## src/rtl/peripheral_qos_arbiter_wb.sv

```systemverilog
// peripheral_qos_arbiter_wb
// Weighted round-robin Wishbone B3 arbiter: NUM_MASTERS master ports share one
// slave port. Ownership spans a whole Wishbone cycle (cyc high to cyc low).
// Each master has a burst quota (WEIGHTS) and there is a bus-hang watchdog.
//
// Ports
//   wb_clk_i, wb_rst_i      clock, asynchronous active-high reset
//   wbm_*_i                 packed per-master request fields (master 0 in LSBs)
//   wbm_dat_o               slave read data, broadcast to every master
//   wbm_ack/err/rty_o       responses, only the owner's bit is ever set
//   wbs_*_o                 owner's request fields routed to the slave
//   wbs_dat/ack/err/rty_i   slave responses
//   grant_o                 registered one-hot owner
//   timeout_o               one-cycle pulse when the watchdog terminates a cycle
module peripheral_qos_arbiter_wb #(
   parameter int unsigned              NUM_MASTERS = 4,
   parameter int unsigned              AW          = 32,
   parameter int unsigned              DW          = 32,
   parameter logic [4*NUM_MASTERS-1:0] WEIGHTS     = {NUM_MASTERS{4'd1}},
   parameter int unsigned              TIMEOUT     = 255
) (
   input  logic                            wb_clk_i,
   input  logic                            wb_rst_i,
   input  logic [NUM_MASTERS*AW-1:0]       wbm_adr_i,
   input  logic [NUM_MASTERS*DW-1:0]       wbm_dat_i,
   input  logic [NUM_MASTERS*(DW/8)-1:0]   wbm_sel_i,
   input  logic [NUM_MASTERS-1:0]          wbm_we_i,
   input  logic [NUM_MASTERS-1:0]          wbm_cyc_i,
   input  logic [NUM_MASTERS-1:0]          wbm_stb_i,
   input  logic [NUM_MASTERS*3-1:0]        wbm_cti_i,
   input  logic [NUM_MASTERS*2-1:0]        wbm_bte_i,
   output logic [DW-1:0]                   wbm_dat_o,
   output logic [NUM_MASTERS-1:0]          wbm_ack_o,
   output logic [NUM_MASTERS-1:0]          wbm_err_o,
   output logic [NUM_MASTERS-1:0]          wbm_rty_o,
   output logic [AW-1:0]                   wbs_adr_o,
   output logic [DW-1:0]                   wbs_dat_o,
   output logic [DW/8-1:0]                 wbs_sel_o,
   output logic                            wbs_we_o,
   output logic                            wbs_cyc_o,
   output logic                            wbs_stb_o,
   output logic [2:0]                      wbs_cti_o,
   output logic [1:0]                      wbs_bte_o,
   input  logic [DW-1:0]                   wbs_dat_i,
   input  logic                            wbs_ack_i,
   input  logic                            wbs_err_i,
   input  logic                            wbs_rty_i,
   output logic [NUM_MASTERS-1:0]          grant_o,
   output logic                            timeout_o
);

   localparam int unsigned SW = DW / 8;
   localparam int unsigned IW = (NUM_MASTERS > 1) ? $clog2(NUM_MASTERS) : 1;
   localparam int unsigned CW = (TIMEOUT > 0) ? $clog2(TIMEOUT + 1) : 1;
   localparam bit          WD_EN = (TIMEOUT != 0);
   localparam logic [CW-1:0]          CNT_LAST  = (TIMEOUT > 0) ? CW'(TIMEOUT - 1) : '0;
   localparam logic [NUM_MASTERS-1:0] GRANT_LSB = NUM_MASTERS'(1);
   localparam logic [IW-1:0]          OWNER_RST = IW'(NUM_MASTERS - 1);

   typedef enum logic {IDLE, BUSY} state_t;

   state_t                   state_q, state_d;
   logic [NUM_MASTERS-1:0]   grant_q, grant_d;
   // Current owner while BUSY, last owner while IDLE.
   logic [IW-1:0]            owner_q, owner_d;
   logic [3:0]               credit_q [NUM_MASTERS];
   logic [3:0]               credit_d [NUM_MASTERS];
   logic [CW-1:0]            wd_cnt_q, wd_cnt_d;

   logic [AW-1:0]            m_adr [NUM_MASTERS];
   logic [DW-1:0]            m_dat [NUM_MASTERS];
   logic [SW-1:0]            m_sel [NUM_MASTERS];
   logic [2:0]               m_cti [NUM_MASTERS];
   logic [1:0]               m_bte [NUM_MASTERS];
   logic [3:0]               reload [NUM_MASTERS];

   logic                     busy;
   logic                     own_cyc;
   logic                     own_stb;
   logic                     rsp_any;
   logic                     stall;
   logic                     wd_fire;

   logic                     win_found;
   logic                     win_reuse;
   logic [IW-1:0]            win_idx;
   logic [IW-1:0]            cand;

   // Unpack per-master fields; reload value is weight-1 with weight 0 treated as 1.
   for (genvar g = 0; g < NUM_MASTERS; g++) begin : g_unpack
      assign m_adr[g]  = wbm_adr_i[g*AW +: AW];
      assign m_dat[g]  = wbm_dat_i[g*DW +: DW];
      assign m_sel[g]  = wbm_sel_i[g*SW +: SW];
      assign m_cti[g]  = wbm_cti_i[g*3 +: 3];
      assign m_bte[g]  = wbm_bte_i[g*2 +: 2];
      assign reload[g] = (WEIGHTS[g*4 +: 4] == 4'd0) ? 4'd0 : WEIGHTS[g*4 +: 4] - 4'd1;
   end

   assign busy    = (state_q == BUSY);
   assign own_cyc = busy & wbm_cyc_i[owner_q];
   assign own_stb = busy & wbm_stb_i[owner_q];
   assign rsp_any = wbs_ack_i | wbs_err_i | wbs_rty_i;
   // Stall is judged on the unforced strobe so the firing cycle still counts.
   assign stall   = own_stb & ~rsp_any;
   // Fires on the stalled cycle that would bring the count to TIMEOUT; any response wins.
   assign wd_fire = WD_EN && stall && (wd_cnt_q == CNT_LAST);

   // Slave-side routing follows the registered grant, so reset clears it at once.
   assign wbs_adr_o = busy ? m_adr[owner_q] : '0;
   assign wbs_dat_o = busy ? m_dat[owner_q] : '0;
   assign wbs_sel_o = busy ? m_sel[owner_q] : '0;
   assign wbs_we_o  = busy & wbm_we_i[owner_q];
   assign wbs_cti_o = busy ? m_cti[owner_q] : 3'b000;
   assign wbs_bte_o = busy ? m_bte[owner_q] : 2'b00;
   assign wbs_cyc_o = own_cyc & ~wd_fire;
   assign wbs_stb_o = own_stb & ~wd_fire;

   // Responses reach the owner's bit only; grant_q is zero outside BUSY.
   assign wbm_dat_o = wbs_dat_i;
   assign wbm_ack_o = grant_q & {NUM_MASTERS{wbs_ack_i}};
   assign wbm_err_o = grant_q & {NUM_MASTERS{wbs_err_i | wd_fire}};
   assign wbm_rty_o = grant_q & {NUM_MASTERS{wbs_rty_i}};
   assign grant_o   = grant_q;
   assign timeout_o = wd_fire;

   // Next-state, arbitration and watchdog logic.
   always_comb begin : next_state
      state_d   = state_q;
      grant_d   = grant_q;
      owner_d   = owner_q;
      credit_d  = credit_q;
      wd_cnt_d  = wd_cnt_q;
      win_found = 1'b0;
      win_reuse = 1'b0;
      win_idx   = owner_q;
      cand      = '0;

      // Last owner keeps the bus while it still has quota; otherwise round-robin.
      if (wbm_cyc_i[owner_q] && (credit_q[owner_q] != 4'd0)) begin
         win_found = 1'b1;
         win_reuse = 1'b1;
         win_idx   = owner_q;
      end else begin
         for (int k = 1; k <= int'(NUM_MASTERS); k++) begin
            cand = IW'((int'(owner_q) + k) % int'(NUM_MASTERS));
            if (!win_found && wbm_cyc_i[cand]) begin
               win_found = 1'b1;
               win_idx   = cand;
            end
         end
      end

      case (state_q)
         IDLE: begin
            if (win_found) begin
               state_d = BUSY;
               grant_d = GRANT_LSB << win_idx;
               owner_d = win_idx;
               if (win_reuse) begin
                  credit_d[win_idx] = credit_q[win_idx] - 4'd1;
               end else begin
                  credit_d[win_idx] = reload[win_idx];
               end
            end
         end
         BUSY: begin
            if (!wbm_cyc_i[owner_q]) begin
               state_d = IDLE;
               grant_d = '0;
            end
         end
         default: begin
            state_d = IDLE;
            grant_d = '0;
         end
      endcase

      if (!WD_EN || !own_cyc || rsp_any || wd_fire) begin
         wd_cnt_d = '0;
      end else if (stall) begin
         wd_cnt_d = wd_cnt_q + CW'(1);
      end
   end

   // State register; last owner resets to NUM_MASTERS-1 so master 0 is scanned first.
   always_ff @(posedge wb_clk_i or posedge wb_rst_i) begin : regs
      if (wb_rst_i) begin
         state_q  <= IDLE;
         grant_q  <= '0;
         owner_q  <= OWNER_RST;
         wd_cnt_q <= '0;
         for (int i = 0; i < int'(NUM_MASTERS); i++) begin
            credit_q[i] <= 4'd0;
         end
      end else begin
         state_q  <= state_d;
         grant_q  <= grant_d;
         owner_q  <= owner_d;
         wd_cnt_q <= wd_cnt_d;
         credit_q <= credit_d;
      end
   end

endmodule

```

## config.mk

```make
export PLATFORM = sky130hd
export DESIGN_NAME = peripheral_qos_arbiter_wb
export DESIGN_NICKNAME = d
export VERILOG_FILES = /design/src/rtl/peripheral_qos_arbiter_wb.sv
export SDC_FILE = /design/constraint.sdc
export NUM_CORES = 1
export LEC_CHECK = 0
export CAP_MARGIN = 20
export CORE_AREA = 2 2 179 181
export CTS_BUF_LIST = sky130_fd_sc_hd__clkbuf_2 sky130_fd_sc_hd__clkbuf_4 sky130_fd_sc_hd__clkbuf_8
export CTS_CLUSTER_DIAMETER = 200
export CTS_CLUSTER_SIZE = 10
export DETAILED_ROUTE_END_ITERATION = 8
export DIE_AREA = 0 0 181 183
export SKIP_CTS_REPAIR_TIMING = 1
export SLEW_MARGIN = 20
export SYNTH_ARGS = -nofsm -noshare
export SYNTH_HDL_FRONTEND = slang
export SYNTH_SLANG_ARGS = --single-unit
```

## constraint.sdc

```tcl
create_clock -name wb_clk_i -period 4.18 [get_ports wb_clk_i]
set_input_delay 0.627 -clock wb_clk_i [delete_from_list [all_inputs] [get_ports wb_clk_i]]
set_output_delay 0.627 -clock wb_clk_i [all_outputs]
set_load 0.005 [all_outputs]
```

-- Word level (Yosys, flattened, before mapping)
Index checks and enable logic that the tools add are counted.
- $add $sub $neg: 6
- order comparisons: 8
- equality and inequality tests: 3
- shift-type cells: 1
- muxes and demuxes: 70
- bitwise operators: 17
- reductions and logical operators: 16
- operators with widths (operator ; count):
    32-bit 2-to-1 mux ; 6
    32-bit binary-select mux with 2-bit select ; 2
    4-bit 2-to-1 mux ; 12
    4-bit binary-select mux with 2-bit select ; 4
    16-bit bitwise mux ; 2
    1-bit 2-to-1 mux ; 18
    16-bit 2-to-1 mux ; 1
    2-bit 2-to-1 mux ; 8
    8-bit 2-to-1 mux ; 2
    2-bit by 3-bit less-than comparator with 1-bit output (second input constant) ; 5
    1-bit binary-select mux with 2-bit select ; 7
    4-bit bitwise AND ; 3
    3-bit 2-to-1 mux ; 3
    8-bit by 1-bit adder with 8-bit output (second input constant) ; 1
    4-bit demux with 2-bit select ; 1
    8-bit equality test (second input constant) ; 1
    4-bit case mux with 2 select lines ; 1
    1-bit bitwise AND ; 6
    3-bit binary-select mux with 2-bit select ; 1
    3-bit >= comparator (second input constant) ; 2
    1-bit logical AND ; 6
    2-bit inverter with 3-bit output ; 2
    2-bit by 1-bit adder with 2-bit output (second input constant) ; 2
    2-bit adder (second input constant) ; 2
    other kinds (13) ; 23
- bits in registers: 31
- output and inout port bits: 125

-- Depth between registers and ports, before layout
Gate-level depths: netlist of run 1.
- word-level depth: 26
- gate-level depth with buffers: 15
- gate-level depth less buffers: 12

-- Worst setup path after synthesis of run 1
OpenSTA, ideal clock, no wires.
- path kind: register to output
- from: register owner_q[0]
- to: output port wbs_adr_o[10]
- arrival: 2.794 ns
- required time: 3.553 ns
- setup slack: 0.759 ns
- cell stages (with the launch flop): 8
- cells stage by stage: dfstp_2 -> buf_6 -> buf_2 -> buf_1 -> clkbuf_1 -> buf_1 -> mux4_2 -> and2_1
- word-level cells in the longest chain between the ends: 5
- RTL lines (item ; line ; source):
    from (decl) ; 65 ; logic [IW-1:0] owner_q, owner_d;
    from (signal assigned) ; 198 ; owner_q <= owner_d;
    2-bit inverter with 3-bit output (not written as such) ; 109 ; assign wbs_adr_o = busy ? m_adr[owner_q] : '0;
    32-bit binary-select mux with 2-bit select ; 109 ;
    32-bit 2-to-1 mux (not written as such) (2 in a row) ; 109 ;
    32-bit 2-to-1 mux ; 109 ;
    to (decl) ; 36 ; output logic [AW-1:0] wbs_adr_o,
Every way passes these cells. The select of a mux whose other input is x is not followed.

-- Worst setup path after layout of run 1
- from: register owner_q[0]
- to: register credit_q[14] (netlist bit)
- word-level cells in the longest chain between the ends: 24
- elaborated cells on any way between the ends: 57
- RTL lines (item ; line ; source):
    2-bit by 1-bit adder with 2-bit output ; 145 ; cand = IW'((int'(owner_q) + k) % int'(NUM_MASTERS));
    1-bit binary-select mux with 2-bit select ; 146 ; if (!win_found && wbm_cyc_i[cand]) begin
    1-bit 2-to-1 mux (not written as such) ; 146 ;
    1-bit 2-to-1 mux ; 146 ;
    1-bit 2-to-1 mux ; 139 ; if (wbm_cyc_i[owner_q] && (credit_q[owner_q] != 4'd0)) begin
    1-bit logical NOT ; 146 ;
    1-bit logical AND ; 146 ;
    1-bit 2-to-1 mux ; 146 ;
    [... 8 more ...] ; -- ;
    2-bit 2-to-1 mux ; 139 ;
    2-bit inverter with 3-bit output (not written as such) ; 160, 162 ;
    4-bit binary-select mux with 2-bit select, or another cell as far along ; 160 ; credit_d[win_idx] = credit_q[win_idx] - 4'd1;
    4-bit 2-to-1 mux (not written as such) or 1-bit logical AND (tied branches) ; 160, 162 ;
    4-bit 2-to-1 mux, on equally long branches ; 160, 162 ;
    4-bit by 1-bit subtractor with 4-bit output or 4-bit demux with 2-bit select (tied branches) ; 160, 162 ;
    16-bit bitwise mux, on equally long branches ; 160, 162 ;
    16-bit 2-to-1 mux ; 159 ; if (win_reuse) begin
    to (signal assigned) ; 200 ; credit_q <= credit_d;
    to (decl) ; 66 ; logic [3:0] credit_q [NUM_MASTERS];
Parallel ways exist; a longest one is shown, timed or not. The select of a mux whose other input is x is not followed.
A chain may end at the register's enable or synchronous reset.

==> results.cfg, run 1 <==
[grt]
grt_pass1_vias = 5199
grt_overflow = 0
grt_antenna_before_repair = 2
grt_util_all_layers_pct = 11.7
grt_max_degree = 80
grt_pass1_wl_um = 30200

[synthesis]
syn_area_um2 = 4560
ys_ff_latch = 31
ys_warn_count = 0
synth_cells = 432
yosysSeqAreaShare_pct = 17.1
synthArstFlopShare_pct = 100
synth_top_cell_by_area = mux4_2
synth_top_flop_cell = dfrtp_1
synthTopCellsByArea = mux4_2, dfrtp_1, and2_1
synth_fp_nets = 776
syn_avg_cell_area_um2 = 10.5
ys_types = 54
synth_edf_count = 0
yosys.area.top_type_share_pct = 37.1

[flow_run]
max_cap_violations = 0

[worst_setup_path]
arrival_ns = 3.96
cp_top_family = compound AO/OA/AOI/OAI gates
crit_start = owner_q[0]
rrSetupSlack_ns = 0.38
cpPeakStageDelay_ns = 0.86
r2r-start = owner_q[0]
reg2reg_depth = 12
path_cells = nor2_1 > a22o_1 > a311oi_2 > nor2_1 > o311ai_2 > mux2_1 > mux2_2 > inv_1 > ha_1 > xor2_1 > nor2_1 > mux2_2
cp-endpoint = credit_q[14]
crit_buf_inv = 1
crit_path_end_kind = flip-flop
critical_path_class = flip-flop to flip-flop
crit_fanout = 32
start_kind = flip-flop
cpMostUsedCell = nor2_1
critPathSlowestCell = dfstp_4
cp.required_ns = 4.34
worstSetupPathDepth = 12
r2r-end = credit_q[14]

[floorplan]
num_io_pins = 466
std_cell_rows = 65
initial_core_util_pct = 14.6
fp.dieH_um = 183
core_area_um2 = 31200
die_x_um = 181
die_area_um2 = 33100

[detailed_routing]
vias = 5080
routed_wl_um = 20900
post-route-drc-count = 0
drt-vias-per-instance = 4.27
antenna_left = 0
drt-pass1-iter-count = 4
drt-initial-drc-count = 186
avgRoutedWirePerCell_um = 17.5

[cts]
htreeDepth = 2
numCtsBuffers = 5
cts.sinks = 31
cts_root_buf = clkbuf_8
cts_tree = yes
clockBufferDepth = 2
clkTransAtPathRegs_ns = 0.07
insertion_delay_ns = 0.28

[timing]
min_period_over_period_pct = 90.9
slew_viol_final = 0
layout_min_cycle_time_ns = 3.80
finalHoldViolations = 0
slew_headroom_pct = 50.4
max_freq_ghz = 0.263
finClkSkew_ns = 0.00795
fin_tns_setup_ns = 0
worst_slew_pin_slew_ns = 0.744
grt_setup_unrepaired = false
setup_viol = 0

[pwr]
powerDensity_nw_per_um2 = 513
irDropWorstVdd_mv = 0.206
leakagePower_nw = 3.22
total_power_mw = 4.56

[cells_and_area]
area_delta_synth_final_pct = 94.8
num-fill-cells = 3272
drive_above_1_share_pct = 15.0
fin_area_um2 = 8880
fin_nets = 1129

[min_path]
hold_class = flip-flop to flip-flop

[place]
port_buffers = 401
place_hpwl_um = 17500
place_area_um2 = 8780
gp_congestion = 0.837

[run_status]
status = complete, no violations
worst min path at each step:
stage | end | slack, ns | depth (start not counted) | start
global route | credit_q[5] | 0.54 | 2 | credit_q[5]
floorplan | credit_q[3] | 0.44 | 2 | credit_q[3]
CTS | credit_q[3] | 0.50 | 2 | credit_q[3]
detailed placement | credit_q[3] | 0.48 | 2 | credit_q[3]
finish | credit_q[3] | 0.50 | 2 | credit_q[3]
global placement | credit_q[3] | 0.46 | 2 | credit_q[3]
cell families (layout without fill, tap and decap cells):
logic type	count (synthesis)	after routing	share of synthesized area, %
multiplexers	98	98	42.5
buffers and inverters	73	427	9.03
AND/OR/NAND/NOR	179	179	22.5
AO/OA/AOI/OAI	41	41	6.73
other	0	2	0
adder cells (fa/ha/maj)	3	3	0.824
flip-flops	31	31	17.1
XOR/XNOR	7	7	1.35
final cells by class:
| class | instances | area (µm²) | area share, % |
|---|---|---|---|
| inverter | 8 | 30.0 | 0.338 |
| clock inverter | 1 | 5.00 | 0.0564 |
| timing repair buffer | 411 | 4090 | 46.1 |
| sequential | 31 | 787 | 8.87 |
| multi-input combinational | 328 | 3370 | 37.9 |
| tap | 402 | 503 | 5.67 |
| clock buffer | 7 | 90.1 | 1.01 |
| antenna | 2 | 5.00 | 0.0564 |
power by group:
| group | total (mW) | internal [mW] | switching [mW] | leakage, nW |
|---|---|---|---|---|
| sequential | 0.540 | 0.394 | 0.147 | 0.411 |
| clock | 0.248 | 0.139 | 0.109 | 0.0517 |
| combinational | 3.77 | 2.25 | 1.52 | 2.76 |
worst register-to-register path, stage by stage, from the launching register on:
cell      delay (ns)
dfstp_4         0.86
nor2_1          0.11
a22o_1          0.20
a311oi_2        0.56
nor2_1          0.23
o311ai_2        0.33
mux2_1          0.35
mux2_2          0.28
inv_1           0.06
ha_1            0.15
xor2_1          0.19
nor2_1          0.09
mux2_2          0.27
synth_stat cells, types with 2 or more instances:
cell	count
and2_1	83
mux4_2	75
buf_4	32
dfrtp_1	29
nor2_1	26
nand2_1	24
clkbuf_1	19
mux2_2	14
buf_1	10
inv_1	8
mux2i_1	8
o21ai_0	8
nand3_1	7
nor2b_1	6
nor4b_1	6
nor3_1	5
a21oi_1	4
and3_1	4
o22ai_1	4
xor2_1	4
a32oi_1	3
ha_1	3
nand2b_1	3
nand4_1	3
o31ai_1	3
or3_1	3
xnor2_1	3
a211o_1	2
a21o_1	2
and3b_1	2
buf_2	2
buf_6	2
dfstp_2	2
nand3b_1	2
or4_4	2
registers in the layout (all words and copies together) (netlist names):
register,count
credit_q,16
grant_o,4
owner_q,2
busy,1
wd_cnt_q,8
layer usage:
layer / part of all wire [%] / global-route usage [%] / wire length, µm / vias to the layer above
li1: - / - / - / 2315
met1: 36 / 13.0 / 7550 / 2430
met2: 52 / 21.8 / 10800 / 296
met3: 9.5 / 2.80 / 1970 / 39
met4: 2.5 / 3.90 / 531 / 0
met5: 0 / 0 / 0 / -
cells in the final DEF (no fill, tap or decap), types with 3 or more instances in the layout:
master	netlist	routed
o21ai_0	8	8
dfrtp_1	29	28
clkdlybuf4s50_1	0	401
buf_4	32	10
o31ai_1	3	3
inv_1	8	8
o22ai_1	4	4
ha_1	3	3
nor2b_1	6	6
nand2_1	24	24
a32oi_1	3	3
nor3_1	5	5
nand3_1	7	7
nor4b_1	6	6
mux2_2	14	14
and3_1	4	4
and2_1	83	83
nand4_1	3	3
or3_1	3	3
mux2i_1	8	8
clkbuf_8	0	6
a21oi_1	4	4
xnor2_1	3	3
mux4_2	75	75
nand2b_1	3	3
nor2_1	26	26
xor2_1	4	4
metrics by stage:
step,utilization [%],hold slack [ns],cells,setup WS (ns)
after floorplan,-,0.443,432,0.759
final,28.4,0.500,1190,0.380
after CTS,28.4,0.496,1188,0.403
after detailed placement,28.1,0.476,1180,0.217
after global routing,28.4,0.542,1188,0.0552
after global placement,28.1,0.464,1180,0.242
(Power assumes the default switching activity.)
==> run 2: changes to the inputs <==
Settings changed: CELL_PAD_IN_SITES_DETAIL_PLACEMENT set to 1, CELL_PAD_IN_SITES_GLOBAL_PLACEMENT set to 2, CORE_AREA 2 2 179 181 to 2 2 183 185, CTS_BUF_LIST sky130_fd_sc_hd__clkbuf_2 sky130_fd_sc_hd__clkbuf_4 sky130_fd_sc_hd__clkbuf_8 to sky130_fd_sc_hd__clkbuf_8, DIE_AREA 0 0 181 183 to 0 0 185 187, PLACE_DENSITY_LB_ADDON set to 0.1.
==> run 2 against run 1 <==
Clock skew decreased by 0.0051 ns. Non-clock buffer count increased by 3. Register-to-register slack got worse by 0.08 ns. Clock-buffer cell count decreased by 1. Total power increased by 8.0%. Die area increased by 4.4%. Worst hold slack improved by 0.010 ns. Maximum frequency decreased by 2.9%. Global-route usage increased by 4.9 points. Critical path depth increased by 2. Final area increased by 1.4%. Via count increased by 1.4%. Largest cell class unchanged. Largest power group unchanged.
==> results.cfg, run 2 (synthesis results as in run 1) <==
[flow_run]
max_cap_violations = 0

[cts]
htreeDepth = 2
clkTransAtPathRegs_ns = 0.07
clockBufferDepth = 2
cts_tree = yes
numCtsBuffers = 5
cts.sinks = 31
cts_root_buf = clkbuf_8
insertion_delay_ns = 0.28

[detailed_routing]
post-route-drc-count = 0
avgRoutedWirePerCell_um = 23.6
vias = 5151
drt-vias-per-instance = 4.15
antenna_left = 0
routed_wl_um = 29300
drt-initial-drc-count = 201
drt-pass1-iter-count = 4

[timing]
slew_viol_final = 0
finClkSkew_ns = 0.00289
holdWs_ns = 0.510
min_period_over_period_pct = 93.6
layout_min_cycle_time_ns = 3.91
fin_tns_setup_ns = 0
grt_setup_unrepaired = false
max_freq_ghz = 0.256
slew_headroom_pct = 38.1
finalHoldViolations = 0
setup_viol = 0
worst_slew_pin_slew_ns = 0.927

[grt]
grt_overflow = 0
grt_pass1_vias = 5868
grt_util_all_layers_pct = 16.6
grt_max_degree = 80
grt_antenna_before_repair = 12
grt_pass1_wl_um = 41400

[floorplan]
die_area_um2 = 34600
std_cell_rows = 67
num_io_pins = 466
core_area_um2 = 32900
initial_core_util_pct = 13.9
fp.dieH_um = 187
die_x_um = 185

[min_path]
min_delay_worst_endpoint = credit_q[3]
worstHoldStart = credit_q[3]
hold_class = flip-flop to flip-flop
whs_path_depth = 2

[worst_setup_path]
critical_path_class = input port to flip-flop
cp.required_ns = 4.35
reg2reg_depth = 13
path_cells = clkdlybuf4s50_1 > nor2_1 > a32oi_1 > o21ai_1 > nor2_1 > o311ai_2 > buf_4 > o22ai_1 > mux2_2 > inv_1 > ha_1 > xor2_1 > nor2_1 > mux2_2
crit_path_end_kind = flip-flop
crit_fanout = 10
rrSetupSlack_ns = 0.30
cpPeakStageDelay_ns = 0.53
r2r-start = owner_q[0]
r2r-end = credit_q[10]
start_kind = input port
arrival_ns = 4.08
cpMostUsedCell = nor2_1
critPathSlowestCell = clkdlybuf4s50_1

[cells_and_area]
regMostFlops = credit_q
fin_area_um2 = 9000
mostFrequentLayoutCell = clkdlybuf4s50_1
num-fill-cells = 3784
final_cell_mix = clkdlybuf4s50_1, and2_1, mux4_2, dfrtp_1, nor2_1
utilization_pct = 27.4
fin_nets = 1132
stdcell_count = 1241
largest_reg_flops = 16
area_delta_synth_final_pct = 97.4
drive_above_1_share_pct = 15.3

[pwr]
powerDensity_nw_per_um2 = 547
leakagePower_nw = 3.25
irDropWorstVdd_mv = 0.259

[place]
place_area_um2 = 8870
place_hpwl_um = 25700
port_buffers = 401
dp_cells = 1229
gp_congestion = 0.881

[run_status]
status = complete, no violations
==> run 2: stage by stage <==
| stage | setup slack (ns) | power (mW) |
|---|---|---|
| final | 0.266 | 4.92 |
| after global routing | 0.00752 | 5.32 |
| after CTS | 0.265 | 5.06 |
| after detailed placement | -0.0505 | 4.73 |
| after global placement | 0.209 | 4.68 |
| after floorplan | 0.759 | 2.69 |
==> run 2: worst max-delay path by stage <==
| stage | start | endpoint | slack [ns] | cells after the start |
|---|---|---|---|---|
| after floorplan | owner_q[0] | wbs_adr_o[10] | 0.76 | 7 |
| after global placement | wbm_cyc_i[2] | credit_q[10] | 0.21 | 13 |
| after detailed placement | wbm_cyc_i[2] | credit_q[10] | -0.05 | 14 |
| after CTS | owner_q[0] | credit_q[10] | 0.26 | 13 |
| after global routing | wbm_cyc_i[2] | credit_q[10] | 0.008 | 14 |
| final | wbm_cyc_i[2] | credit_q[10] | 0.27 | 14 |
==> run 2: final cells by class <==
cell class	instances	area [µm²]	share of cell area (%)
clock buffer	6	82.6	0.918
clock inverter	2	35.0	0.389
tap	448	561	6.23
antenna	4	10.0	0.111
timing repair buffer	414	4120	45.8
sequential	31	787	8.75
multi-input combinational	328	3370	37.4
inverter	8	30.0	0.334
==> run 2: per-layer routing <==
layer,vias to the layer above,share of wire (%),wire length (µm),track usage (%)
li1,2321,-,-,-
met1,2570,37,10800,18.5
met5,-,0.22,64,0
met2,230,53,15600,30.7
met3,20,9.5,2800,6.13
met4,10,0.36,106,1.74
==> run 2: power breakdown <==
group,internal (mW),switching (mW),total [mW]
combinational,2.29,1.79,4.08
sequential,0.393,0.140,0.533
clock,0.193,0.114,0.307
total,2.88,2.04,4.92
==> run 2: critical path: cells and delay by family <==
kind / cells / cell delay [ns]
AO/OA/AOI/OAI: 4 / 1.09
XOR/XNOR: 1 / 0.19
adder cells (fa/ha/maj): 1 / 0.16
buffers and inverters: 3 / 0.85
multiplexers: 2 / 0.59
AND/OR/NAND/NOR: 3 / 0.56
==> run 3: changes to the inputs <==
Settings changed: SLEW_MARGIN 20 to not set.
Clock period 4.18 ns to 4.1 ns, I/O delays scaled along.
==> run 3 against run 2 <==
Non-clock buffer count increased by 6. Cell count increased by 0.40%. Final area increased by 0.22%. Clock skew increased by 0.00074 ns. Die area unchanged. Critical path type unchanged. Largest cell class unchanged. Largest power group unchanged. Highest routed layer unchanged.
==> results.cfg, run 3 (synthesis results as in run 1) <==
[grt]
grt_pass1_vias = 5865
grt_overflow = 0
grt_pass1_wl_um = 41500
grt_util_all_layers_pct = 16.6
met3_usage_pct = 5.74
grtUsageMet2_pct = 30.4
grtUsageMet1_pct = 19.4
busiest_layer = met2
grt_antenna_before_repair = 8
grt_max_degree = 80

[detailed_routing]
vias = 5191
post-route-drc-count = 0
avgRoutedWirePerCell_um = 23.6
antenna_left = 0
routed_wl_um = 29500
drt-vias-per-instance = 4.17
drt-initial-drc-count = 186
drt-pass1-iter-count = 4

[flow_run]
max_cap_violations = 0

[cells_and_area]
fin_nets = 1138
mostFrequentLayoutCell = clkdlybuf4s50_1
fin_area_um2 = 9020
regMostFlops = credit_q
drive_above_1_share_pct = 16.0
stdcell_count = 1246
largest_reg_flops = 16
final_cell_mix = clkdlybuf4s50_1, and2_1, mux4_2, dfrtp_1, nor2_1
utilization_pct = 27.4
area_delta_synth_final_pct = 97.9

[floorplan]
initial_core_util_pct = 13.9
die_area_um2 = 34600
core_area_um2 = 32900
num_io_pins = 466
std_cell_rows = 67
fp.dieH_um = 187
die_x_um = 185

[place]
gp_congestion = 0.843
dp_cells = 1234
place_hpwl_um = 25500
port_buffers = 401
place_area_um2 = 8890

[worst_setup_path]
crit_fanout = 9
cp.required_ns = 4.27
critPathSlowestCell = o21ai_1
cpPeakStageDelay_ns = 0.54
arrival_ns = 3.99
crit_path_end_kind = flip-flop
start_kind = input port
reg2reg_depth = 12
critical_path_class = input port to flip-flop
path_cells = clkdlybuf4s50_1 > nor2_1 > a32oi_1 > o21ai_1 > nor2_1 > o311ai_2 > mux2_1 > mux2_2 > inv_1 > ha_1 > xor2_1 > nor2_1 > mux2_2
cpMostUsedCell = nor2_1

[cts]
clockBufferDepth = 2
cts_tree = yes
insertion_delay_ns = 0.29
htreeDepth = 2
clkTransAtPathRegs_ns = 0.07
cts.sinks = 31
cts_root_buf = clkbuf_8
numCtsBuffers = 5

[timing]
max_freq_ghz = 0.262
slew_viol_final = 0
worst_slew_pin_slew_ns = 0.775
layout_min_cycle_time_ns = 3.82
setup_viol = 0
min_period_over_period_pct = 93.1
grt_setup_unrepaired = false
finClkSkew_ns = 0.00364
holdWs_ns = 0.484
slew_headroom_pct = 48.3
finalHoldViolations = 0

[pwr]
powerDensity_nw_per_um2 = 556
total_power_mw = 5.02
irDropWorstVdd_mv = 0.225
leakagePower_nw = 3.27

[min_path]
whs_path_depth = 2
hold_class = flip-flop to flip-flop

[run_status]
status = complete, no violations
-- run 3: final timing paths --
check	startpoint	end	slack, ns
setup / recovery	wbm_cyc_i[2]	credit_q[10]	0.28
hold / removal	credit_q[3]	credit_q[3]	0.48
setup reg to reg	owner_q[1]	credit_q[10]	0.34
hold reg to reg	credit_q[3]	credit_q[3]	0.48
max in group asynchronous	wb_rst_i	grant_o[1]	3.02
min in group asynchronous	wb_rst_i	credit_q[14]	0.51
-- run 3: cell type report --
cell class | instances | area, µm²
diodes | 3 | 7.51
well taps | 448 | 561
flip-flops and latches | 31 | 787
inverters | 8 | 30.0
repair buffers | 420 | 4180
clock buffers | 5 | 68.8
multi-input cells | 328 | 3370
fillers | 3758 | 23800
clock inverters | 3 | 15.0
-- run 3: routing by layer --
metal / vias to the layer above / share of wire, %
met5: - / 0.11
met4: 6 / 0.41
met3: 20 / 9.0
met2: 237 / 52
met1: 2588 / 39
li1: 2340 / -
-- run 3: report_power, final --
group | switching [mW] | total, mW | internal (mW) | leakage [nW]
Combinational | 1.82 | 4.20 | 2.38 | 2.81
Clock | 0.124 | 0.240 | 0.116 | 0.0477
Sequential | 0.176 | 0.578 | 0.402 | 0.411
Total | 2.12 | 5.02 | 2.90 | 3.27
-- run 3: worst max-delay path: cells and delay by family --
family / cells / cell delay, ns
adders and majority gates: 1 / 0.17
buffers and inverters: 2 / 0.60
AOI/OAI and AO/OA: 3 / 0.98
and+or+nand+nor: 3 / 0.48
muxes: 3 / 0.92
xor gates and xnor gates: 1 / 0.23
-- run 3: metrics by stage --
stage	setup TNS, ns	setup WS, ns
after floorplan	0	0.691
after global placement	0	0.198
after detailed placement	-0.00130	-0.00130
after CTS	0	0.0512
after global routing	0	0.0442
final	0	0.284
==> RTL change 1: new RTL, config.mk and constraints of run 2 <==
One comparison of `wd_cnt_q` changes from == to >=.
--- a/src/rtl/peripheral_qos_arbiter_wb.sv
+++ b/src/rtl/peripheral_qos_arbiter_wb.sv
@@ -105,3 +105,3 @@
    // Fires on the stalled cycle that would bring the count to TIMEOUT; any response wins.
-   assign wd_fire = WD_EN && stall && (wd_cnt_q == CNT_LAST);
+   assign wd_fire = WD_EN && stall && (wd_cnt_q >= CNT_LAST);
 
Formal check against the unedited RTL: no difference found for any inputs over 4 cycles, from zero or initial values and one cycle with wb_rst_i high; that may be too few to reach the edited logic, so the function may still have changed.
==> RTL change 1 against run 2 <==
  * Cell count fell by 0.97%
  * Sequential cell count unchanged
  * Total power up 0.75%
  * Synthesized area decreased by 0.80%
  * Design area shrank 0.83%
  * Worst setup slack better by 68 ps
  * Routed wire length decreased by 2.3%
  * Sequential power increased by 6.9%
  * Non-clock buffer count unchanged
  * Critical path type is now reg2out
  * Largest cell class unchanged
  * Largest power group unchanged
==> RTL change 1: results (changes against run 2) <==
- Status: finished clean
- Clk_lat worst skew: between 200 and 300 ps
- GPL Wtd Cong: 0.907 (+3.0%)
- GRT met2 Usage: 28.9% (-1.9 points)
- Internal: 2.92 mW (+1.4%)
- Share of cells above drive strength 1: 15.7% (+0.35 points)
- WHS Endpoint: credit_q[1]
- Hold WC Path Type: reg2reg
- Overall Global Routing Usage: 15.9% (-0.69 points)
- Fill cells: 3,719 (-1.7%)
- Leakage: 3.22 nW (-0.96%)
- VDD IR max: 0.327 mV (+26%)
- Synth Area in Compound Gates: 6.20% (-0.53 points)
- Vias per inst: 4.10 (-1.3%)
- Most common library cells after synthesis: and2_1 (83), mux4_2 (75), buf_4 (34), nand2_1 (31), dfrtp_1 (29)
- Hold_sp: credit_q[1]
- RR Endpoint: credit_q[9]
- Worst hold margin: 521 ps (+11.2 ps)
- Vias in the first global route: 5,522 (-5.9%)
- Largest net degree at the start of global routing: 61 (-24%)
- Sequential fraction of the synthesis area: 17.2% (+0.14 points)
- Worst-path fanout max: 53 (+43)
- Global-route wire length before repair: 39.9 mm (-3.6%)
- Critical path's slowest cell: dfstp_4
- Synth Net Count: 765 (-1.4%)
- WHS Path Cells: 2 (unchanged)
- Clk_skew: 12.2 ps (+9.34 ps)
- Synth unique cells: 56 (+3.7%)
- Top delay family on crit path: buffers and inverters
- IO buf count: 401 (unchanged)
- Layout net count: 1,121 (-0.97%)
- First-pass iteration count of the detailed router: 4 (unchanged)
- Slew HR: 39.2% (+1.0 points)
- Multiplexer area fraction after synthesis: 42.3% (-0.18 points)
- DRT iter0 DRCs: 206 (+2.5%)
- Largest Register: credit_q
- Antenna violations before repair: 12 (unchanged)
- DP Worst Slack: 118 ps (+169 ps)
- R2R depth: 10 (-3)
- R2R setup slack: 600 ps (+300 ps)
- Synth Area in XOR/XNOR: 1.33% (-0.017 points)
- R2R Path Start: owner_q[1]
- Synth area leaders: mux4_2 (37%), dfrtp_1 (16%), and2_1 (11%), buf_4 (5.6%), nand2_1 (2.6%)
- Adder-cell share of the synthesized area: 0.830% (+0.0066 points)
- Synth Flop Type: dfrtp_1
- HPWL after DPL: 24.3 mm (-5.2%)
- Met3 usage: 4.58% (-1.6 points)
- CP peak stage delay: 800 ps (+270 ps)
- Met1 Use GR: 18.7% (+0.28 points)
- Critical Path AT: 3220 ps (-860 ps)
- Avg WL per Cell: 23.3 um (-1.3%)
## RTL change 1: cell types whose count changed after synthesis, moves of 3 or more
cell,before,now
nor2_1,26,22
mux2_2,14,9
a32oi_1,3,0
nor4b_1,6,2
or3_1,3,0
nor3_1,5,8
nand2_1,24,31
nor4_1,0,4
o21ai_0,8,5
## RTL change 1: worst max-delay path by stage
stage | start | end | slack [ps] | depth (start not counted)
after floorplan | owner_q[0] | wbs_adr_o[19] | 910 | 6
after global placement | wbm_cyc_i[3] | credit_q[13] | 230 | 11
after detailed placement | wbm_cyc_i[3] | credit_q[9] | 120 | 11
after CTS | owner_q[1] | wbm_err_o[2] | 20 | 7
after global routing | owner_q[1] | wbm_err_o[2] | 50 | 7
final | owner_q[1] | wbm_err_o[1] | 330 | 7
## RTL change 1: cell type report
cell class | count | share of cell area (%)
inverter | 9 | 0.379
clock buffer | 6 | 0.926
sequential | 31 | 8.82
tap | 448 | 6.28
clock inverter | 2 | 0.0982
antenna | 3 | 0.0842
multi-input combinational | 316 | 37.1
timing repair buffer | 414 | 46.3
## RTL change 1: metal layers
metal	part of all wire [%]	routed length (um)
met1	40	11300
met5	0.39	112
met2	51	14600
met3	8.3	2360
met4	0.98	282
## RTL change 1: through the flow
stage          std cells  area, um2
2_1_floorplan        421       4520
6_report            1229       8920
5_1_grt             1227       8920
3_3_place_gp        1218       8820
4_1_cts             1226       8910
3_5_place_dp        1218       8820
## RTL change 1: power groups by stage
stage | sequential [mW] | combinational, mW | clock [mW]
6_report | 0.570 | 4.14 | 0.250
3_3_place_gp | 0.584 | 4.19 | 0
2_1_floorplan | 0.428 | 2.41 | 0
4_1_cts | 0.579 | 4.25 | 0.262
5_1_grt | 0.597 | 4.43 | 0.276
3_5_place_dp | 0.584 | 4.22 | 0
==> RTL change 2: new RTL, settings of run 2 <==
Made on the original files. Change the parameter `DW` from 32 to 36.
--- a/src/rtl/peripheral_qos_arbiter_wb.sv
+++ b/src/rtl/peripheral_qos_arbiter_wb.sv
@@ -17,3 +17,3 @@
    parameter int unsigned              AW          = 32,
-   parameter int unsigned              DW          = 32,
+   parameter int unsigned              DW          = 36,
    parameter logic [4*NUM_MASTERS-1:0] WEIGHTS     = {NUM_MASTERS{4'd1}},
Ports: changed (resized wbm_dat_i, wbm_dat_o, wbs_dat_i and wbs_dat_o); port bits go from 466 to 494. The function was not compared with the original's and may differ.
==> RTL change 2 against run 2 <==
  * Design area increased by 2.8%
  * Routed wire length increased by 4.8%
  * Worst setup slack improved by 260 ps
  * Synthesized area increased by 2.6%
  * First-iteration DRC count decreased by 6.5%
  * Sequential cell count unchanged
  * Total power increased by 3.8%
  * Combinational power increased by 5.4%
  * Register-to-register slack improved by 360 ps
  * Utilization increased by 0.77 points
  * Critical path type is now reg2out
  * Critical endpoint is now wbm_err_o[3]
==> RTL change 2: results (changes against run 2) <==
- Antenna violations before repair: 10 (-2)
- RR Endpoint: credit_q[6]
- Overall Global Routing Usage: 17.1% (+0.47 points)
- Fin crit period: 3660 ps (-258 ps)
- GPL Wtd Cong: 0.870 (-1.2%)
- Hold WC Path Type: reg2reg
- IO buf count: 421 (+5.0%)
- Via count: 5,225 (+1.4%)
- Global-route wire length before repair: 42.8 mm (+3.5%)
- Wire length on met2: 15.9 mm (+2.2%)
- M1 wire length: 11.8 mm (+9.7%)
- Status: finished clean
- R2R setup slack: 660 ps (+360 ps)
- Synth area leaders: mux4_2 (38%), dfrtp_1 (16%), and2_1 (12%), buf_4 (5.8%), nand2_1 (2.4%)
- Largest net degree at the start of global routing: 84 (+5.0%)
- Leakage: 3.29 nW (+1.2%)
- Sequential fraction of the synthesis area: 16.6% (-0.43 points)
- Synth Net Count: 797 (+2.7%)
- Layout net count: 1,164 (+2.8%)
- Vias in the first global route: 5,882 (+0.24%)
- Fill cells: 3,726 (-1.5%)
- Cell Count, Final, Fillers Out: 1,255 (+1.1%)
- DRT iter0 DRCs: 188 (-6.5%)
- Clk_skew: 9.47 ps (+6.58 ps)
- DP Area: 9120 um2 (+2.9%)
- Launch point of the worst path: owner_q[0]
- Worst-path fanout max: 21 (+11)
- Overall routed net length: 30.7 mm (+4.8%)
- Synth unique cells: 61 (+13%)
- Most common library cells after synthesis: and2_1 (89), mux4_2 (79), buf_4 (36), nand2_1 (30), dfrtp_1 (29)
- End of the critical path: wbm_err_o[3]
- Worst hold margin: 527 ps (+17.1 ps)
- R2R depth: 11 (-2)
[RTL change 2: cell types whose count changed after synthesis, moves of 4 or more]
cell | before | now
and2_1 | 83 | 89
nor4b_1 | 6 | 2
o22ai_1 | 4 | 0
nand2_1 | 24 | 30
buf_4 | 32 | 36
nor2_1 | 26 | 22
o31ai_1 | 3 | 8
mux2_2 | 14 | 9
mux4_2 | 75 | 79
nand3_1 | 7 | 1
[RTL change 2: area by class of cell]
class / instances / area (um2) / area share [%]
well taps: 448 / 561 / 6.06
inverters: 9 / 33.8 / 0.365
flip-flops and latches: 31 / 787 / 8.51
clock inverters: 3 / 43.8 / 0.473
repair buffers: 428 / 4280 / 46.3
diodes: 6 / 15.0 / 0.162
clock buffers: 5 / 68.8 / 0.744
multi-input cells: 325 / 3460 / 37.4
[RTL change 2: how the worst min path moves through the flow]
| stage | depth (start not counted) | startpoint | endpoint |
|---|---|---|---|
| after floorplan | 2 | credit_q[2] | credit_q[2] |
| after global placement | 2 | credit_q[15] | credit_q[15] |
| after detailed placement | 2 | credit_q[15] | credit_q[15] |
| after CTS | 2 | credit_q[15] | credit_q[15] |
| after global routing | 1 | credit_q[4] | credit_q[4] |
| final | 2 | credit_q[15] | credit_q[15] |
[RTL change 2: report_power, final]
| part | total, mW | internal [mW] | switching, mW | leakage (nW) |
|---|---|---|---|---|
| Combinational | 4.30 | 2.40 | 1.90 | 2.82 |
| Sequential | 0.512 | 0.387 | 0.125 | 0.414 |
| Clock | 0.299 | 0.177 | 0.121 | 0.0581 |
[RTL change 2: worst max-delay path, cell delays in order, from the launching register on]
cell             delay (ps)
dfstp_4                 790
mux4_2                  560
and3_1                  230
and2_1                  170
inv_1                    50
nor3_1                   50
buf_4                   140
nor2_1                  220
nor2b_1                  90
clkdlybuf4s50_1         450
[RTL change 2: kinds of logic after synthesis]
| family | count (synthesis) | synth area share (%) |
|---|---|---|
| adder cells (fa/ha/maj) | 3 | 0.803 |
| AND/OR/NAND/NOR | 175 | 21.3 |
| XOR/XNOR | 11 | 2.38 |
| buffers and inverters | 77 | 9.31 |
| AO/OA/AOI/OAI | 40 | 7.36 |
| multiplexers | 96 | 42.2 |
| flip-flops | 31 | 16.6 |
[RTL change 2: per-layer routing]
metal	up-vias	GRT usage, %
li1	2333	-
met1	2625	19.4
met4	10	1.37
met2	235	31.5
met3	22	6.06
met5	-	0
